--- src/rtl/mmc1_mapper.sv ---
`default_nettype none
// ============================================================================
// Module   : mmc1_mapper
// Purpose  : MMC1 (iNES mapper 1) bank controller. CPU writes to $8000-$FFFF
//            are collected through a 5-bit serial shift register. Each
//            completed value is committed into one of four config registers:
//            control, chr0, chr1 or prg. The registers drive banked PRG/CHR
//            ROM addresses and the CIRAM mirroring/enable signals.
// Revision : 1.0 - initial release
// ----------------------------------------------------------------------------
// Parameters
//   PRG_AW    PRG ROM byte-address width (16 KB bank bits = PRG_AW-14, 1..4)
//   CHR_AW    CHR ROM byte-address width (4 KB bank bits = CHR_AW-12, 1..5)
//   WR_GUARD  cycles after an accepted write during which new writes drop
// Ports
//   clk_sys        in   system clock, rising edge
//   rst_n          in   synchronous reset, active low
//   prg_nce_in     in   CPU $8000-$FFFF select, active low
//   prg_a_in       in   CPU address [14:0]
//   prg_r_nw_in    in   CPU read(1)/write(0)
//   prg_d_in       in   CPU write data
//   chr_a_in       in   PPU address [13:0]
//   prg_rom_a_out  out  banked PRG ROM address
//   chr_rom_a_out  out  banked CHR ROM address
//   ciram_nce_out  out  CIRAM enable, active low
//   ciram_a10_out  out  CIRAM A10 (mirroring)
//   prg_ram_en_out out  PRG-RAM enable, active high
// Configuration macro
//   MMC1_CONSEC_GUARD_EN  when defined, write edges that arrive within
//                         WR_GUARD cycles of an accepted write are ignored
// ============================================================================
module mmc1_mapper #(
    parameter int PRG_AW   = 18,
    parameter int CHR_AW   = 17,
    parameter int WR_GUARD = 4
) (
    input  logic              clk_sys,
    input  logic              rst_n,
    input  logic              prg_nce_in,
    input  logic [14:0]       prg_a_in,
    input  logic              prg_r_nw_in,
    input  logic [7:0]        prg_d_in,
    input  logic [13:0]       chr_a_in,
    output logic [PRG_AW-1:0] prg_rom_a_out,
    output logic [CHR_AW-1:0] chr_rom_a_out,
    output logic              ciram_nce_out,
    output logic              ciram_a10_out,
    output logic              prg_ram_en_out
);

    localparam int c_PRG_BB = PRG_AW - 14;
    localparam int c_CHR_BB = CHR_AW - 12;

    logic [4:0] r_shift;
    logic [2:0] r_shift_cnt;
    logic [4:0] r_ctrl;
    logic [4:0] r_chr0;
    logic [4:0] r_chr1;
    logic [4:0] r_prg;
    logic       r_wr_prev;

    logic       w_wr;
    logic       w_accept;
    logic       w_guard_idle;
    logic [4:0] w_shift_next;
    logic [3:0] w_prg_bank;
    logic [4:0] w_chr_bank;
    logic       w_unused_d;

    assign w_wr     = ~prg_nce_in & ~prg_r_nw_in;
    // A held strobe counts once: only its rising edge is a write.
    assign w_accept = w_wr & ~r_wr_prev & w_guard_idle;
    // LSB-first: new bit enters at the top. After five bits the first one
    // has reached bit 0, so this is both the next shift and the commit value.
    assign w_shift_next = {prg_d_in[0], r_shift[4:1]};
    assign w_unused_d   = &{1'b0, prg_d_in[6:1]};

`ifdef MMC1_CONSEC_GUARD_EN
    localparam int c_GW = (WR_GUARD < 1) ? 1 : $clog2(WR_GUARD + 1);
    localparam logic [c_GW-1:0] c_GUARD_LOAD = c_GW'(WR_GUARD);

    logic [c_GW-1:0] r_guard;

    // Read-modify-write instructions hit the bus twice in a row; the
    // hold-off makes the second write of such a pair invisible.
    always_ff @(posedge clk_sys) begin
        if (!rst_n) begin
            r_guard <= '0;
        end else if (w_accept) begin
            r_guard <= c_GUARD_LOAD;
        end else if (r_guard != '0) begin
            r_guard <= r_guard - 1'b1;
        end
    end

    assign w_guard_idle = (r_guard == '0);
`else
    assign w_guard_idle = 1'b1;
`endif

    always_ff @(posedge clk_sys) begin
        if (!rst_n) begin
            r_shift     <= 5'd0;
            r_shift_cnt <= 3'd0;
            r_ctrl      <= 5'h0C;
            r_chr0      <= 5'd0;
            r_chr1      <= 5'd0;
            r_prg       <= 5'd0;
            r_wr_prev   <= 1'b0;
        end else begin
            r_wr_prev <= w_wr;
            if (w_accept) begin
                if (prg_d_in[7]) begin
                    // Reset write: drop partial value, force fixed-last PRG mode.
                    r_shift     <= 5'd0;
                    r_shift_cnt <= 3'd0;
                    r_ctrl      <= r_ctrl | 5'h0C;
                end else if (r_shift_cnt == 3'd4) begin
                    r_shift     <= 5'd0;
                    r_shift_cnt <= 3'd0;
                    case (prg_a_in[14:13])
                        2'd0:    r_ctrl <= w_shift_next;
                        2'd1:    r_chr0 <= w_shift_next;
                        2'd2:    r_chr1 <= w_shift_next;
                        default: r_prg  <= w_shift_next;
                    endcase
                end else begin
                    r_shift     <= w_shift_next;
                    r_shift_cnt <= r_shift_cnt + 3'd1;
                end
            end
        end
    end

    always_comb begin
        w_prg_bank = 4'd0;
        case (r_ctrl[3:2])
            2'd2:    w_prg_bank = prg_a_in[14] ? r_prg[3:0] : 4'd0;
            2'd3:    w_prg_bank = prg_a_in[14] ? 4'hF : r_prg[3:0];
            default: w_prg_bank = {r_prg[3:1], prg_a_in[14]};
        endcase
    end

    assign w_chr_bank = r_ctrl[4] ? (chr_a_in[12] ? r_chr1 : r_chr0)
                                  : {r_chr0[4:1], chr_a_in[12]};

    always_comb begin
        ciram_a10_out = 1'b0;
        case (r_ctrl[1:0])
            2'd0:    ciram_a10_out = 1'b0;
            2'd1:    ciram_a10_out = 1'b1;
            2'd2:    ciram_a10_out = chr_a_in[10];
            default: ciram_a10_out = chr_a_in[11];
        endcase
    end

    // Upper bank bits beyond the ROM size are dropped, so small ROMs wrap.
    assign prg_rom_a_out  = {w_prg_bank[c_PRG_BB-1:0], prg_a_in[13:0]};
    assign chr_rom_a_out  = {w_chr_bank[c_CHR_BB-1:0], chr_a_in[11:0]};
    assign ciram_nce_out  = ~chr_a_in[13];
    assign prg_ram_en_out = ~r_prg[4];

endmodule
`default_nettype wire

--- config.mk ---
export PLATFORM = sky130hd
export DESIGN_NAME = mmc1_mapper
export DESIGN_NICKNAME = d
export VERILOG_FILES = /design/src/rtl/mmc1_mapper.sv
export SDC_FILE = /design/constraint.sdc
export NUM_CORES = 1
export LEC_CHECK = 0
export CAP_MARGIN = 20
export CORE_MARGIN = 2
export CORE_UTILIZATION = 40
export DETAILED_ROUTE_END_ITERATION = 10
export PLACE_DENSITY = 0.8
export SYNTH_ARGS = -nofsm -noshare
export SYNTH_HDL_FRONTEND = slang
export SYNTH_SLANG_ARGS = --single-unit
--- constraint.sdc ---
create_clock -name clk_sys -period 2.2 [get_ports clk_sys]
set_input_delay 0.22 -clock clk_sys [delete_from_list [all_inputs] [get_ports clk_sys]]
set_output_delay 0.22 -clock clk_sys [all_outputs]
set_load 0.05 [all_outputs]
==> metrics.txt <==
first-pass GRT wire length=5.402 mm; vias in the first global route=1,214; fin crit share=0.7772; CP max stage cell=clkdlybuf4s50_1; mapped cell area=1618 um2; power per cell area=568.0 nW/um2; Final min period=1710 ps; Layout area overhead=15.47%; total CTS buffers=3; register bit total from synthesis=28; Worst Path Class, Setup=primary input to output port; Max Root-Sink Buffers=2; CP Launch Point=chr_a_in[10]; crit path DAT=1490 ps; WP depth=2; Initial Util=0.4103; Root Buffer=clkbuf_8; most used cell, CP=clkdlybuf4s50_1; Hold Path Depth=0; yosys warns=0; CTS sink cnt=28; Placement Rows=23; H-Tree Depth=1; number of I/O pins=79; Gate Count Post-Synth=188; Setup Buffers After CTS=0; Req. time, crit path=1980 ps; Worst-Margin Slew=756.4 ps; Initial DRC Count=54; GPL Wtd Cong=0.7971; quantity of gates resized following cts=0; worst-path cell chain=clkdlybuf4s50_1, clkdlybuf4s50_1; crit-path leading delay family=buffers and inverters; crit path capture=chr_rom_a_out[10]; Slew headroom=0.4942; antenna viol nets, final=0; DRT Pass-1 Iters=4; Maximum Capacitance Violations=0; # hold bufs at CTS=0; Die Wd=67.60 um; Setup-failing EPs final=0; Mapped Avg Cell Area=8.605 um2; RSZ-0062 raised after global routing=false; Worst Reg-to-Reg Cells=5; nets@finish=231; drt wl/cell=13.33 um; CP Launch Type=primary input; grt total ovfl=0; Worst R2R Setup Slack=660 ps; CTS tree=done; Seq/Total Area, Yosys=0.3465; Critical Path Max Stage Delay=800 ps; layout cells sized above 1=0.1604; commonest non-fill, non-tap cell in the layout=dfxtp_1; fin util=0.4738; Overall Global Routing Usage=0.1519; vias=1,290; Yosys cell types=33; # diodes=0; vias per inst=5.443; Clock Latency Late Sink=280 ps; largest net degree at the start of global routing=29; DP HPWL=2.256 mm; skew final=4.339 ps; maximum clock frequency=0.5848 GHz; final WL=3.159 mm; CP Buf/Inv Count=2; max-slew violation count=0; crit path capture type=output port; CP max FO=2; status=complete, no violations; port bufs=26; Final Hold Vio Count=0; Setup TNS=0 ps; initial antenna violation count=0; DR DRC count=0; Leakage=0.6520 nW; worst r2r dst=r_ctrl[3]; die height=67.60 um; core area=3943 um2; Die Area=4569 um2; Syn Nets=231; peak supply drop=0.3409 mV; commonest cells after routing, fill and taps aside=dfxtp_1, a21boi_1, nand3_1, o21ai_1, clkdlybuf4s50_1; r2r startpoint=r_shift_cnt[0]; worst min-delay path category=primary input to output port
synth_stat cells:
master	number	share of area
a21boi_1	20	0.093
and4b_1	2	0.012
nand2b_1	2	0.0077
nor4_4	1	0.013
or4_4	1	0.0070
nand4_1	1	0.0039
nand3_1	19	0.059
ha_1	2	0.015
nand3b_1	1	0.0046
nor3_2	2	0.012
mux2_2	4	0.028
o31ai_1	2	0.0093
nor3b_1	1	0.0046
inv_1	5	0.012
a21oi_1	10	0.031
buf_6	2	0.014
nand4b_1	2	0.011
and4_1	1	0.0054
clkbuf_1	5	0.012
and4bb_2	1	0.0077
or3_1	1	0.0039
a32oi_1	5	0.027
nor2_1	8	0.019
nor3_1	4	0.012
clkbuf_2	1	0.0031
buf_4	27	0.13
or4bb_4	1	0.0093
nand2_1	3	0.0070
a31oi_1	1	0.0039
buf_2	1	0.0031
dfxtp_1	28	0.35
o21ai_1	19	0.059
nor2b_1	5	0.019
per-stage QoR:
| stage | hold slack (ps) | setup WS [ps] | std cells | power [mW] | area, um2 |
|---|---|---|---|---|---|
| 6_report | 440.0 | 490.1 | 237 | 1.061 | 1868 |
| 5_1_grt | 440.1 | 399.3 | 237 | 1.097 | 1868 |
| 4_1_cts | 440.3 | 486.3 | 237 | 1.067 | 1868 |
| 3_5_place_dp | 440.3 | 303.0 | 233 | 0.6622 | 1797 |
| 3_3_place_gp | 440.3 | 338.9 | 233 | 0.6615 | 1797 |
| 2_1_floorplan | 295.1 | 643.5 | 188 | 0.7142 | 1618 |
logic make-up (layout without fill, tap and decap cells):
family / after synthesis / count (layout) / synth area share
mux: 4 / 4 / 0.02784
flops: 28 / 28 / 0.3465
simple gates: 56 / 56 / 0.2189
fa+ha+maj: 2 / 2 / 0.01547
buf+inv: 41 / 40 / 0.1686
compound gates: 57 / 57 / 0.2227
where the power goes:
group	switching [mW]	internal, mW	leakage, nW
clock network	0.166	0.244	0.0357
logic	0.0766	0.0624	0.390
registers	0.00305	0.509	0.226
how the worst min path moves through the flow:
stage,from,endpoint,slack (ps)
finish,chr_a_in[5],chr_rom_a_out[5],440
global route,prg_a_in[11],prg_rom_a_out[11],440
CTS,chr_a_in[0],chr_rom_a_out[0],440
global placement,chr_a_in[0],chr_rom_a_out[0],440
detailed placement,chr_a_in[0],chr_rom_a_out[0],440
floorplan,prg_r_nw_in,r_wr_prev,300
state kept, by name, indices dropped and copies added (netlist names):
register / flops
r_chr1: 5
r_shift: 4
r_ctrl: 5
r_shift_cnt: 3
r_prg: 5
r_wr_prev: 1
r_chr0: 5
final cells by class:
class	count	area (um2)
clock inverter	1	30.03
timing repair buffer	31	370.4
fill	383	2074
inverter	5	18.77
tap	50	62.56
clock buffer	3	41.29
sequential	28	560.5
multi-input combinational	119	784.5
per-layer routing:
| layer | vias up | GRT usage | wire (um) |
|---|---|---|---|
| met1 | 603 | 0.1802 | 1383 |
| met4 | 0 | 0.06378 | 48 |
| li1 | 650 | - | - |
| met5 | - | 0 | 0 |
| met2 | 33 | 0.2672 | 1545 |
| met3 | 4 | 0.02667 | 181 |
Power figures use the tool's default switching activity.
